<file path="src/rtl/buffer_stage.sv">
// FIFO data buffer driven by the controller state: fills in IN/BUFF, drains first-word-fall-through in OUT.
// Zero-cycle head visibility; in_ready drops at full, out_valid drops at empty, both held low on err or reset.
module buffer_stage #(
  parameter int WIDTH    = 8,
  parameter int DEPTH    = 4,
  parameter int IDLE_MAX = 8
) (
  input  logic                     clk,
  input  logic                     reset,
  input  logic [1:0]               state,
  input  logic                     in_valid,
  input  logic [WIDTH-1:0]         in_data,
  output logic                     in_ready,
  output logic                     out_valid,
  output logic [WIDTH-1:0]         out_data,
  input  logic                     out_ready,
  output logic [$clog2(DEPTH):0]   count,
  output logic                     changes,
  output logic                     err
);

  localparam int PTR_W  = $clog2(DEPTH);
  localparam int CNT_W  = PTR_W + 1;
  localparam int IDLE_W = $clog2(IDLE_MAX + 1);

  localparam logic [1:0] ST_IN   = 2'b00;
  localparam logic [1:0] ST_BUFF = 2'b01;
  localparam logic [1:0] ST_OUT  = 2'b10;

  logic [WIDTH-1:0]  mem_q [DEPTH];
  logic [WIDTH-1:0]  mem_d [DEPTH];
  logic [PTR_W-1:0]  wr_ptr_q, wr_ptr_d;
  logic [PTR_W-1:0]  rd_ptr_q, rd_ptr_d;
  logic [CNT_W-1:0]  count_q, count_d;
  logic [IDLE_W-1:0] idle_q, idle_d;
  logic              changes_q, changes_d;
  logic              locked_q, locked_d;
  logic [1:0]        lock_state_q, lock_state_d;
  logic              err_q, err_d;

  logic is_full;
  logic is_empty;
  logic wr_en;
  logic rd_en;
  logic pulse_cond;
  logic fire;

  assign is_full  = (count_q == CNT_W'(DEPTH));
  assign is_empty = (count_q == '0);

  // Fill and drain are gated by disjoint states, so wr_en and rd_en never coincide.
  assign in_ready  = reset && !err_q && (state == ST_IN || state == ST_BUFF) && !is_full;
  assign out_valid = reset && !err_q && (state == ST_OUT) && !is_empty;
  assign wr_en     = in_valid && in_ready;
  assign rd_en     = out_valid && out_ready;
  assign out_data  = out_valid ? mem_q[rd_ptr_q] : '0;

  assign count   = count_q;
  assign changes = changes_q;
  assign err     = err_q;

  always_comb begin
    mem_d = mem_q;
    if (wr_en) begin
      mem_d[wr_ptr_q] = in_data;
    end
  end

  always_comb begin
    wr_ptr_d = wr_ptr_q;
    rd_ptr_d = rd_ptr_q;
    count_d  = count_q;
    if (wr_en) begin
      wr_ptr_d = wr_ptr_q + PTR_W'(1);
      count_d  = count_q + CNT_W'(1);
    end
    if (rd_en) begin
      rd_ptr_d = rd_ptr_q + PTR_W'(1);
      count_d  = count_q - CNT_W'(1);
    end
  end

  always_comb begin
    pulse_cond = 1'b0;
    case (state)
      ST_IN:   pulse_cond = is_full;
      ST_BUFF: pulse_cond = is_full || (idle_q == IDLE_W'(IDLE_MAX));
      ST_OUT:  pulse_cond = is_empty;
      default: pulse_cond = 1'b0;
    endcase
    fire = pulse_cond && !locked_q && !err_q;
  end

  always_comb begin
    idle_d = idle_q;
    if (wr_en || state != ST_BUFF || is_empty) begin
      idle_d = '0;
    end else if (idle_q != IDLE_W'(IDLE_MAX)) begin
      idle_d = idle_q + IDLE_W'(1);
    end
  end

  // Lockout spans the controller's latency until it shows a state other than the one that pulsed.
  always_comb begin
    changes_d    = fire;
    locked_d     = locked_q;
    lock_state_d = lock_state_q;
    if (fire) begin
      locked_d     = 1'b1;
      lock_state_d = state;
    end else if (locked_q && state != lock_state_q) begin
      locked_d = 1'b0;
    end
    err_d = err_q || (state == 2'b11);
  end

  always_ff @(posedge clk) begin
    mem_q <= mem_d;
  end

  always_ff @(posedge clk) begin
    if (!reset) begin
      wr_ptr_q     <= '0;
      rd_ptr_q     <= '0;
      count_q      <= '0;
      idle_q       <= '0;
      changes_q    <= 1'b0;
      locked_q     <= 1'b0;
      lock_state_q <= 2'b00;
      err_q        <= 1'b0;
    end else begin
      wr_ptr_q     <= wr_ptr_d;
      rd_ptr_q     <= rd_ptr_d;
      count_q      <= count_d;
      idle_q       <= idle_d;
      changes_q    <= changes_d;
      locked_q     <= locked_d;
      lock_state_q <= lock_state_d;
      err_q        <= err_d;
    end
  end

endmodule

</file>
<file path="config.mk">
export PLATFORM = sky130hd
export DESIGN_NAME = buffer_stage
export DESIGN_NICKNAME = d
export VERILOG_FILES = /design/src/rtl/buffer_stage.sv
export SDC_FILE = /design/constraint.sdc
export NUM_CORES = 1
export LEC_CHECK = 0
export CAP_MARGIN = 25
export CORE_MARGIN = 2
export CORE_UTILIZATION = 54
export DETAILED_ROUTE_END_ITERATION = 8
export PLACE_DENSITY_LB_ADDON = 0.15
export REMOVE_ABC_BUFFERS = 1
export SYNTH_ARGS = -nofsm -noshare
export SYNTH_HDL_FRONTEND = slang
export SYNTH_SLANG_ARGS = --single-unit
</file>
<file path="constraint.sdc">
create_clock -name clk -period 2.2 [get_ports clk]
set_clock_uncertainty 0.2 [all_clocks]
set_input_delay 0.44 -clock clk [delete_from_list [all_inputs] [get_ports clk]]
set_output_delay 0.44 -clock clk [all_outputs]
set_load 0.005 [all_outputs]
</file>
---- Word level (Yosys, flattened, before mapping) ----
Index checks and enable logic that the tools add are counted.
W data, S select, Z words.
storage, ports and cells
  bits in registers ....................... 48
  input port bits ......................... 14
  word-level logic and storage cells ...... 68
operators by class
  add/subtract/negate cells ............... 5
  magnitude comparators ................... 3
  equal/unequal tests ..................... 8
  multiplexer cells ....................... 12
  bitwise logic cells ..................... 3
  reductions and logical operators ........ 25
operators with widths
  cell                   number
  $bwmux W32             1
  $mux W8                4
  $bmux W8 S2            1
  $demux W8 S2           1
  $logic_and A1 B1 Y1    11
  $ge A3 B3 Y1 const B   2
  $mux W3                2
  $not A2 Y3             2
  $logic_or A1 B1 Y1     5
  $add A2 B1 Y2 const B  2
  $add A4 B1 Y4 const B  1
  $eq A2 B2 Y1 const B   2
  $eq A4 B4 Y1 const B   1
  $logic_not A1 Y1       4
  $ne A4 B4 Y1 const B   1
  $reduce_bool A2 Y1     2
  $add A3 B1 Y3 const B  1
  $eq A3 B3 Y1 const B   1
  $logic_not A3 Y1       1
  $lt A3 B1 Y1 const B   1
  $pmux W1 S3            1
  $sub A3 B1 Y3 const B  1
  $eq A2 B1 Y1 const B   1
  $logic_not A2 Y1       1
  5 further kinds        6

---- Depth between registers and ports, before layout ----
Gate-level depths: netlist (run 1).
  word-level depth ........................ 8
  gate-level depth with buffers ........... 7
  depth with buffers taken out ............ 6

---- Least setup slack after synthesis (run 1) ----
No wires, ideal clock.
  path kind ............................... input-to-reg
  start point ............................. input state[1]
  end point ............................... register count_q[2], in the netlist count[2]
  data arrival time ....................... 1.711 ns
  path slack .............................. 0.217 ns
  stages .................................. 7
  buffers on the path ..................... 2
  cell sequence ........................... buf_4 and4bb_1 buf_4 nand3_4 fa_1 mux2i_1 mux2i_1
on the way
  cells in the longest elaborated chain, start to end .. 6
RTL lines
  element                                           line  text
  start: declaration                                10    input logic [1:0] state,
  $eq A2 B1 Y1 or $logic_not A2 Y1 (tied branches)  52    assign in_ready = reset && !err_q && (state == ST_IN || state == ST_BUFF) && !is_full;
  $logic_or A1 B1 Y1                                52
  $logic_and A1 B1 Y1 (2 in a row)                  52
  $logic_and A1 B1 Y1                               54    assign wr_en = in_valid && in_ready;
  $reduce_bool A2 Y1 (no source line)               --
  end signal: assignment                            134   count_q <= count_d;
  end: declaration                                  34    logic [CNT_W-1:0] count_q, count_d;
Parallel ways exist; a longest one is shown, timed or not.
A chain may end at the register's enable or synchronous reset.

---- Worst setup path in the final report (run 1) ----
  start point ............................. register rd_ptr_q[0]
  end point ............................... output out_data[5]
on the way
  cells in the longest elaborated chain, start to end .. 5
RTL lines
  element                                     line  text
  start: declaration                          33    logic [PTR_W-1:0] rd_ptr_q, rd_ptr_d;
  start signal: assignment                    133   rd_ptr_q <= rd_ptr_d;
  $not A2 Y3 (implied by the code)            56    assign out_data = out_valid ? mem_q[rd_ptr_q] : '0;
  $bmux W8 S2                                 56
  $mux W8 (implied by the code) (2 in a row)  56
  $mux W8                                     56
  end: declaration                            15    output logic [WIDTH-1:0] out_data,
No other way between the ends. The select of a mux whose other input is x is not followed.

==> impl_metrics.toml, run 1 <==
[logic_synthesis]
synthesis.yosys.warnings = 0
async_set_reset_flop_share_out_of_synthesis = 0
synth_seq_cells = 48
syn_area_per_cell_um2 = 14.56
post_synth_inst_count = 146
synth_ff_type = "sky130_fd_sc_hd__edfxtp_1"
yosysTopAreaCell = "sky130_fd_sc_hd__edfxtp_1"
synth-compound-area-share = 0.01648
synth.area.mux_share = 0.1271
synth.cell_area_um2 = 2126
synth.distinct_cells = 37
yosysMostFrequentCell = "sky130_fd_sc_hd__edfxtp_1"
synth_enable_flop_cells = 32
sequential_area_share_after_synthesis = 0.6027
yosys.area_share.simple = 0.1471
synth.top_cells.by_count = "sky130_fd_sc_hd__edfxtp_1, sky130_fd_sc_hd__dfxtp_1, sky130_fd_sc_hd__and3_1, sky130_fd_sc_hd__nand2_1, sky130_fd_sc_hd__mux2i_1"
netlist_top_cells_area = "sky130_fd_sc_hd__edfxtp_1, sky130_fd_sc_hd__dfxtp_1, sky130_fd_sc_hd__mux4_2"
post_synth_xor_area_fraction = 0.02884
synth_top_area_frac = 0.4520
synth_top_family_by_area = "simple AND/OR/NAND/NOR gates"
synthAdderAreaFrac = 0.04473

[sta]
final_critical_path_setup_slack_ns = -0.006188
report.final.slew_viol_count = 0
final_period_minus_worst_setup_slack_ns = 2.206
fmax_ghz = 0.4533
worst_slew_margin_rel = 0.5271
finalSetupViolCount = 2
period_share = 1.003
worst-slew-pin-transition_ns = 0.6984
finalHoldViolCount = 0
rsz0062_at_grt = "true"

[placement]
port_buffers = 28
post-place-ws_ns = -0.4308
post-place-cells = 235
place_area_um2 = 2648
gp_routability_congestion = 0.8236
place_hpwl_um = 3032

[clocking]
insertion_delay_ns = 0.30
cts.reportedPaths.clkPinSlew_ns = 0.09
cts_buffer_depth = 2
cts_made_buffers = 5
hold_buffers = 0
cts_num_sinks = 48
h-tree-depth = 2
clk_root_buffer_cell = "sky130_fd_sc_hd__clkbuf_8"
tritoncts_clock_tree = "done"

[power]
power.density_cell_area_nw_per_um2 = 634.5
leakage_component_of_the_power_nw = 1.084
irDropWorstVdd_v = 0.0004241

[grt]
antenna_found_initial = 0
first_global_vias = 1425
grt.overflow.total = 0
groute.layer.met3.usage = 0.05743
groute.layer.met2.usage = 0.4075
grt_start_max_net_pins = 17
busiest_layer = "met2"
global_route.usage.met1 = 0.2641
grt_first_pass_wirelength_um = 7134
gr-usage-all-layers = 0.2312

[detailed_routing]
drtPass1Iterations = 6
postRouteAntennaNets = 0
drt_iter0_drcs = 91
avgRoutedWirePerCell_um = 17.76
drc_errors = 0
total_via_count_after_detailed_routing = 1354
routed_via_density = 5.438
wirelength_um = 4423

[finish]
n_fill_cell = 249
nNetsFinal = 221
insertedDiodeCount = 0
layout.cell_area.non_filler_um2 = 2879
area_growth_pct = 35.43
instances_no_fill = 249
final_layout_size_suffix_gt1_frac = 0.3333

[die]
die-area_um2 = 4454
start_util = 0.5721
die_w_um = 66.74
coreArea_um2 = 3716
num_io_pins = 29
die_h_um = 66.74
placementRows = 22

[setup_path]
critical_path.cell_chain = "buf_12, mux4_2, and3_4, buf_6"
buf_inv_on_cp = 2
worstPathArrival_ns = 1.57
critical_path_class = "reg2out"
critPathCaptureType = "primary output"
critical_path.top_delay_family = "multiplexers"
cpPeakStageDelay_ns = 0.50
worst_ep_required_time_ns = 1.56
startpoint_type_of_the_worst_setup_path = "register"
critical_path.max_fanout = 6
critical_path.slowest_cell = "sky130_fd_sc_hd__mux4_2"

[hold_path]
hold_path_class = "reg2reg"

[flow_run]
maxCapViolations = 0

[outcome]
run_status = "finished, violations left"
violations = "negative setup slack"
## metal layers
metal	share of wire	up-vias
li1	-	640
met1	0.42	676
met2	0.52	32
met3	0.038	6
met4	0.020	0
met5	0	-
## state kept, by name (all words and copies together), names as in the netlist, 2 cells and up
name          flops
idle_q            4
mem_q            32
count             3
wr_ptr_q          2
lock_state_q      2
rd_ptr_q          2
## placed cells by master, fill, tap and decap left out, drive strengths merged, types with 2 or more instances in the layout
cell / Yosys / final
mux2i: 9 / 9
clkdlybuf4s50: 0 / 15
and2: 3 / 3
nand2: 11 / 11
nor2: 5 / 5
and3: 13 / 13
and4bb: 2 / 2
dfxtp: 16 / 16
inv: 7 / 8
ha: 6 / 6
dlygate4sd2: 0 / 5
nand3: 3 / 3
nor2b: 4 / 4
clkbuf: 2 / 5
mux4: 8 / 8
edfxtp: 32 / 32
buf: 5 / 34
xnor2: 6 / 6
a21oi: 2 / 2
## kinds of logic (layout without fill, tap and decap cells)
logic type	Yosys count	in the layout
flip-flops	48	48
AND/OR/NAND/NOR	48	48
multiplexers	17	17
buffers and inverters	14	69
adder cells (fa/ha/maj)	7	7
XOR/XNOR	7	7
AO/OA/AOI/OAI	5	5
## metrics by stage
stage                TNS (ns)  power, mW    util  hold slack [ns]
global placement       -6.230      1.164  0.7125           0.2552
global route          -0.3317      1.887  0.7747           0.3094
detailed placement     -7.080      1.174  0.7125           0.2723
CTS                   -0.2229      1.834  0.7650           0.2847
floorplan                   0      1.075       -           0.2473
finish              -0.008448      1.827  0.7747           0.2829
## power breakdown
group / leakage [nW] / switching, mW / total [mW] / internal [mW]
clock: 0.0548 / 0.294 / 0.637 / 0.342
sequential: 0.419 / 0.0107 / 0.986 / 0.975
combinational: 0.610 / 0.0864 / 0.204 / 0.118
total: 1.08 / 0.391 / 1.83 / 1.44
## worst register-to-register path, stage by stage, from the launching register on
cell,delay [ns]
sky130_fd_sc_hd__dfxtp_1,0.32
sky130_fd_sc_hd__and4bb_4,0.39
sky130_fd_sc_hd__buf_16,0.13
sky130_fd_sc_hd__buf_4,0.11
sky130_fd_sc_hd__nand3_4,0.08
sky130_fd_sc_hd__fa_1,0.39
sky130_fd_sc_hd__mux2i_1,0.19
sky130_fd_sc_hd__mux2i_1,0.21
## path summary, 6_finish.rpt
kind                   start         endpoint  slack, ns  depth (start not counted)
min          lock_state_q[1]  lock_state_q[1]       0.28                          2
max              rd_ptr_q[0]      out_data[5]     -0.006                          4
min reg2reg  lock_state_q[1]  lock_state_q[1]       0.28                          2
max reg2reg              err         count[2]       0.13                          7
## area by class of cell
type / instances / area [um^2] / share of cell area
clock buffer: 5 / 68.82 / 0.02390
clock inverter: 3 / 46.29 / 0.01608
inverter: 7 / 26.28 / 0.009126
multi-input combinational: 84 / 814.5 / 0.2829
sequential: 48 / 1285 / 0.4463
tap: 48 / 60.06 / 0.02086
timing repair buffer: 54 / 578.1 / 0.2008
## timing repair
item                                    in CTS  in global routing
endpoints found under the setup margin      10                  8
resized for setup                           49                  7
pin swaps                                   10                  8
setup buffers                                5                  0
cloned                                       1                  0
No activity file was read; power rests on OpenSTA's default activity.
==> run 2, diff against run 1 <==
- CAP_MARGIN: 25 -> unset
==> results of run 2 <==
Same layout as run 1: the final DEF is identical, and so are final timing and power.
==> run 3, diff against run 2 <==
- ABC_AREA: unset -> 1
- CORE_ASPECT_RATIO: unset -> 1.75
==> impl_metrics.toml, run 3 <==
[setup_path]
worst_setup_path_startpoint = "state[0]"
worstPathArrival_ns = 1.49
worst_setup_path_endpoint = "out_data[6]"
worst_ep_required_time_ns = 1.56
critical_path.reg2reg.endpoint = "count[2]"
critical_path.max_fanout = 3
startpoint_type_of_the_worst_setup_path = "input port"
critPathCaptureType = "primary output"
setup.reg_to_reg.worst_slack_ns = 0.32
reg2reg_depth = 10
timing.rr.start = "err"
critical_path_class = "in2out"

[finish]
insertedDiodeCount = 0
n_fill_cell = 286
nNetsFinal = 298
layout.cells.most_common_list = "sky130_fd_sc_hd__nor2_1, sky130_fd_sc_hd__edfxtp_1, sky130_fd_sc_hd__buf_4, sky130_fd_sc_hd__inv_1, sky130_fd_sc_hd__o21ai_0"
instances_no_fill = 326
area_growth_pct = 32.12
final_layout_size_suffix_gt1_frac = 0.2230
mostFrequentLayoutCell = "sky130_fd_sc_hd__nor2_1"
largest_register_ffs = 32
regMostFlops = "mem_q"
layout.cell_area.non_filler_um2 = 2774

[logic_synthesis]
synthesis.yosys.warnings = 0
yosysTopAreaCell = "sky130_fd_sc_hd__edfxtp_1"
synth_ff_type = "sky130_fd_sc_hd__edfxtp_1"
async_set_reset_flop_share_out_of_synthesis = 0
sequential_area_share_after_synthesis = 0.6103
post_synth_inst_count = 217
synth_seq_cells = 48
yosysMostFrequentCell = "sky130_fd_sc_hd__nor2_1"
syn_area_per_cell_um2 = 9.675
synth.top_cells.by_count = "sky130_fd_sc_hd__nor2_1, sky130_fd_sc_hd__edfxtp_1, sky130_fd_sc_hd__inv_1, sky130_fd_sc_hd__o21ai_0, sky130_fd_sc_hd__a21oi_1"
synth_top_area_frac = 0.4577
netlist_top_cells_area = "sky130_fd_sc_hd__edfxtp_1, sky130_fd_sc_hd__dfxtp_1, sky130_fd_sc_hd__nor2_1"
synth.cell_area_um2 = 2100
synth_enable_flop_cells = 32
synth.distinct_cells = 24

[placement]
gp_routability_congestion = 0.7781
place_area_um2 = 2610
post-place-cells = 312
place_hpwl_um = 3023
port_buffers = 28

[clocking]
cts.reportedPaths.clkPinSlew_ns = 0.09
insertion_delay_ns = 0.30
cts_buffer_depth = 2
clk_root_buffer_cell = "sky130_fd_sc_hd__clkbuf_8"
tritoncts_clock_tree = "done"
cts_made_buffers = 5
h-tree-depth = 2
cts_num_sinks = 48

[power]
finalPower_mw = 1.763
power.density_cell_area_nw_per_um2 = 635.5
irDropWorstVdd_v = 0.0006137
leakage_component_of_the_power_nw = 1.163

[grt]
antenna_found_initial = 0
first_global_vias = 1536
grt.overflow.total = 0
gr-usage-all-layers = 0.2158
grt_first_pass_wirelength_um = 6872
grt_start_max_net_pins = 16

[sta]
worst_slew_margin_rel = 0.7664
finalSetupViolCount = 0
setup_total_negative_slack_ns = 0
worst-slew-pin-transition_ns = 0.3492
period_share = 0.9689
whs_ns = 0.3011
report.final.slew_viol_count = 0
fmax_ghz = 0.4692
finalHoldViolCount = 0
final_period_minus_worst_setup_slack_ns = 2.131
rsz0062_at_grt = "false"

[die]
die-area_um2 = 4422
die_w_um = 51.14
placementRows = 30
die_h_um = 86.49
start_util = 0.5538
coreArea_um2 = 3791
num_io_pins = 29

[detailed_routing]
drt_iter0_drcs = 36
routed_via_density = 5.113
drtPass1Iterations = 4
total_via_count_after_detailed_routing = 1667
drc_errors = 0
postRouteAntennaNets = 0
wirelength_um = 4363
avgRoutedWirePerCell_um = 13.38

[flow_run]
maxCapViolations = 0

[hold_path]
hold_path_class = "reg2reg"

[outcome]
run_status = "finished clean"
[run 3: metrics by stage]
stage	utilization	setup WS (ns)
floorplan	-	0.3435
global placement	0.6884	-0.4507
detailed placement	0.6884	-0.4662
CTS	0.7340	0.01301
global route	0.7317	0.003864
finish	0.7317	0.06851
[run 3: power breakdown]
part | switching [mW] | total [mW] | internal (mW)
clock | 0.289 | 0.626 | 0.336
combinational | 0.0780 | 0.151 | 0.0730
sequential | 0.00938 | 0.986 | 0.977
total | 0.377 | 1.76 | 1.39
[run 3: worst max-delay path: stages]
cell and delay [ns]:
sky130_fd_sc_hd__dlygate4sd2_1 0.25, sky130_fd_sc_hd__inv_2 0.06, sky130_fd_sc_hd__nand2_2 0.06, sky130_fd_sc_hd__nor2_4 0.15, sky130_fd_sc_hd__buf_12 0.12, sky130_fd_sc_hd__nand2_4 0.06, sky130_fd_sc_hd__buf_6 0.13, sky130_fd_sc_hd__a21oi_1 0.10
sky130_fd_sc_hd__buf_2 0.12
[run 3: repair_timing]
action | in CTS | in global routing
setup buffers | 5 | 0
pin swaps | 2 | 1
hold buffers | 0 | 0
cloned | 1 | 0
setup endpoints to repair | 10 | 7
resized for setup | 32 | 12
[run 3: logic make-up (layout without fill, tap and decap cells)]
logic type | after synthesis | in the layout | share of synthesized area
adder cells (fa/ha/maj) | 7 | 7 | 0.04529
flip-flops | 48 | 48 | 0.6103
AO/OA/AOI/OAI | 44 | 44 | 0.1049
buffers and inverters | 30 | 90 | 0.05721
XOR/XNOR | 2 | 2 | 0.008345
AND/OR/NAND/NOR | 86 | 87 | 0.1740
[run 3: worst min path at each step]
stage / cells past startpoint / end / slack [ns] / start
after floorplan: 2 / idle_q[3] / 0.25 / idle_q[3]
after global placement: 2 / idle_q[3] / 0.27 / idle_q[3]
after detailed placement: 2 / idle_q[3] / 0.28 / idle_q[3]
after CTS: 2 / idle_q[3] / 0.30 / idle_q[3]
after global routing: 2 / idle_q[3] / 0.33 / idle_q[3]
final: 2 / idle_q[3] / 0.30 / idle_q[3]
[run 3: final cells by class]
| class | instances | area, um^2 | area share |
|---|---|---|---|
| sequential | 48 | 1282 | 0.4623 |
| timing repair buffer | 58 | 493.0 | 0.1777 |
| multi-input combinational | 140 | 737.0 | 0.2657 |
| inverter | 24 | 90.09 | 0.03248 |
| tap | 48 | 60.06 | 0.02165 |
| clock inverter | 3 | 42.54 | 0.01534 |
| clock buffer | 5 | 68.82 | 0.02481 |
[run 3: per-layer routing]
metal / vias to the layer above / part of all wire / track usage
met5: - / 0 / 0
met4: 0 / 0.037 / 0.1278
met3: 12 / 0.041 / 0.03621
met2: 40 / 0.54 / 0.4050
met1: 776 / 0.38 / 0.2119
li1: 839 / - / -
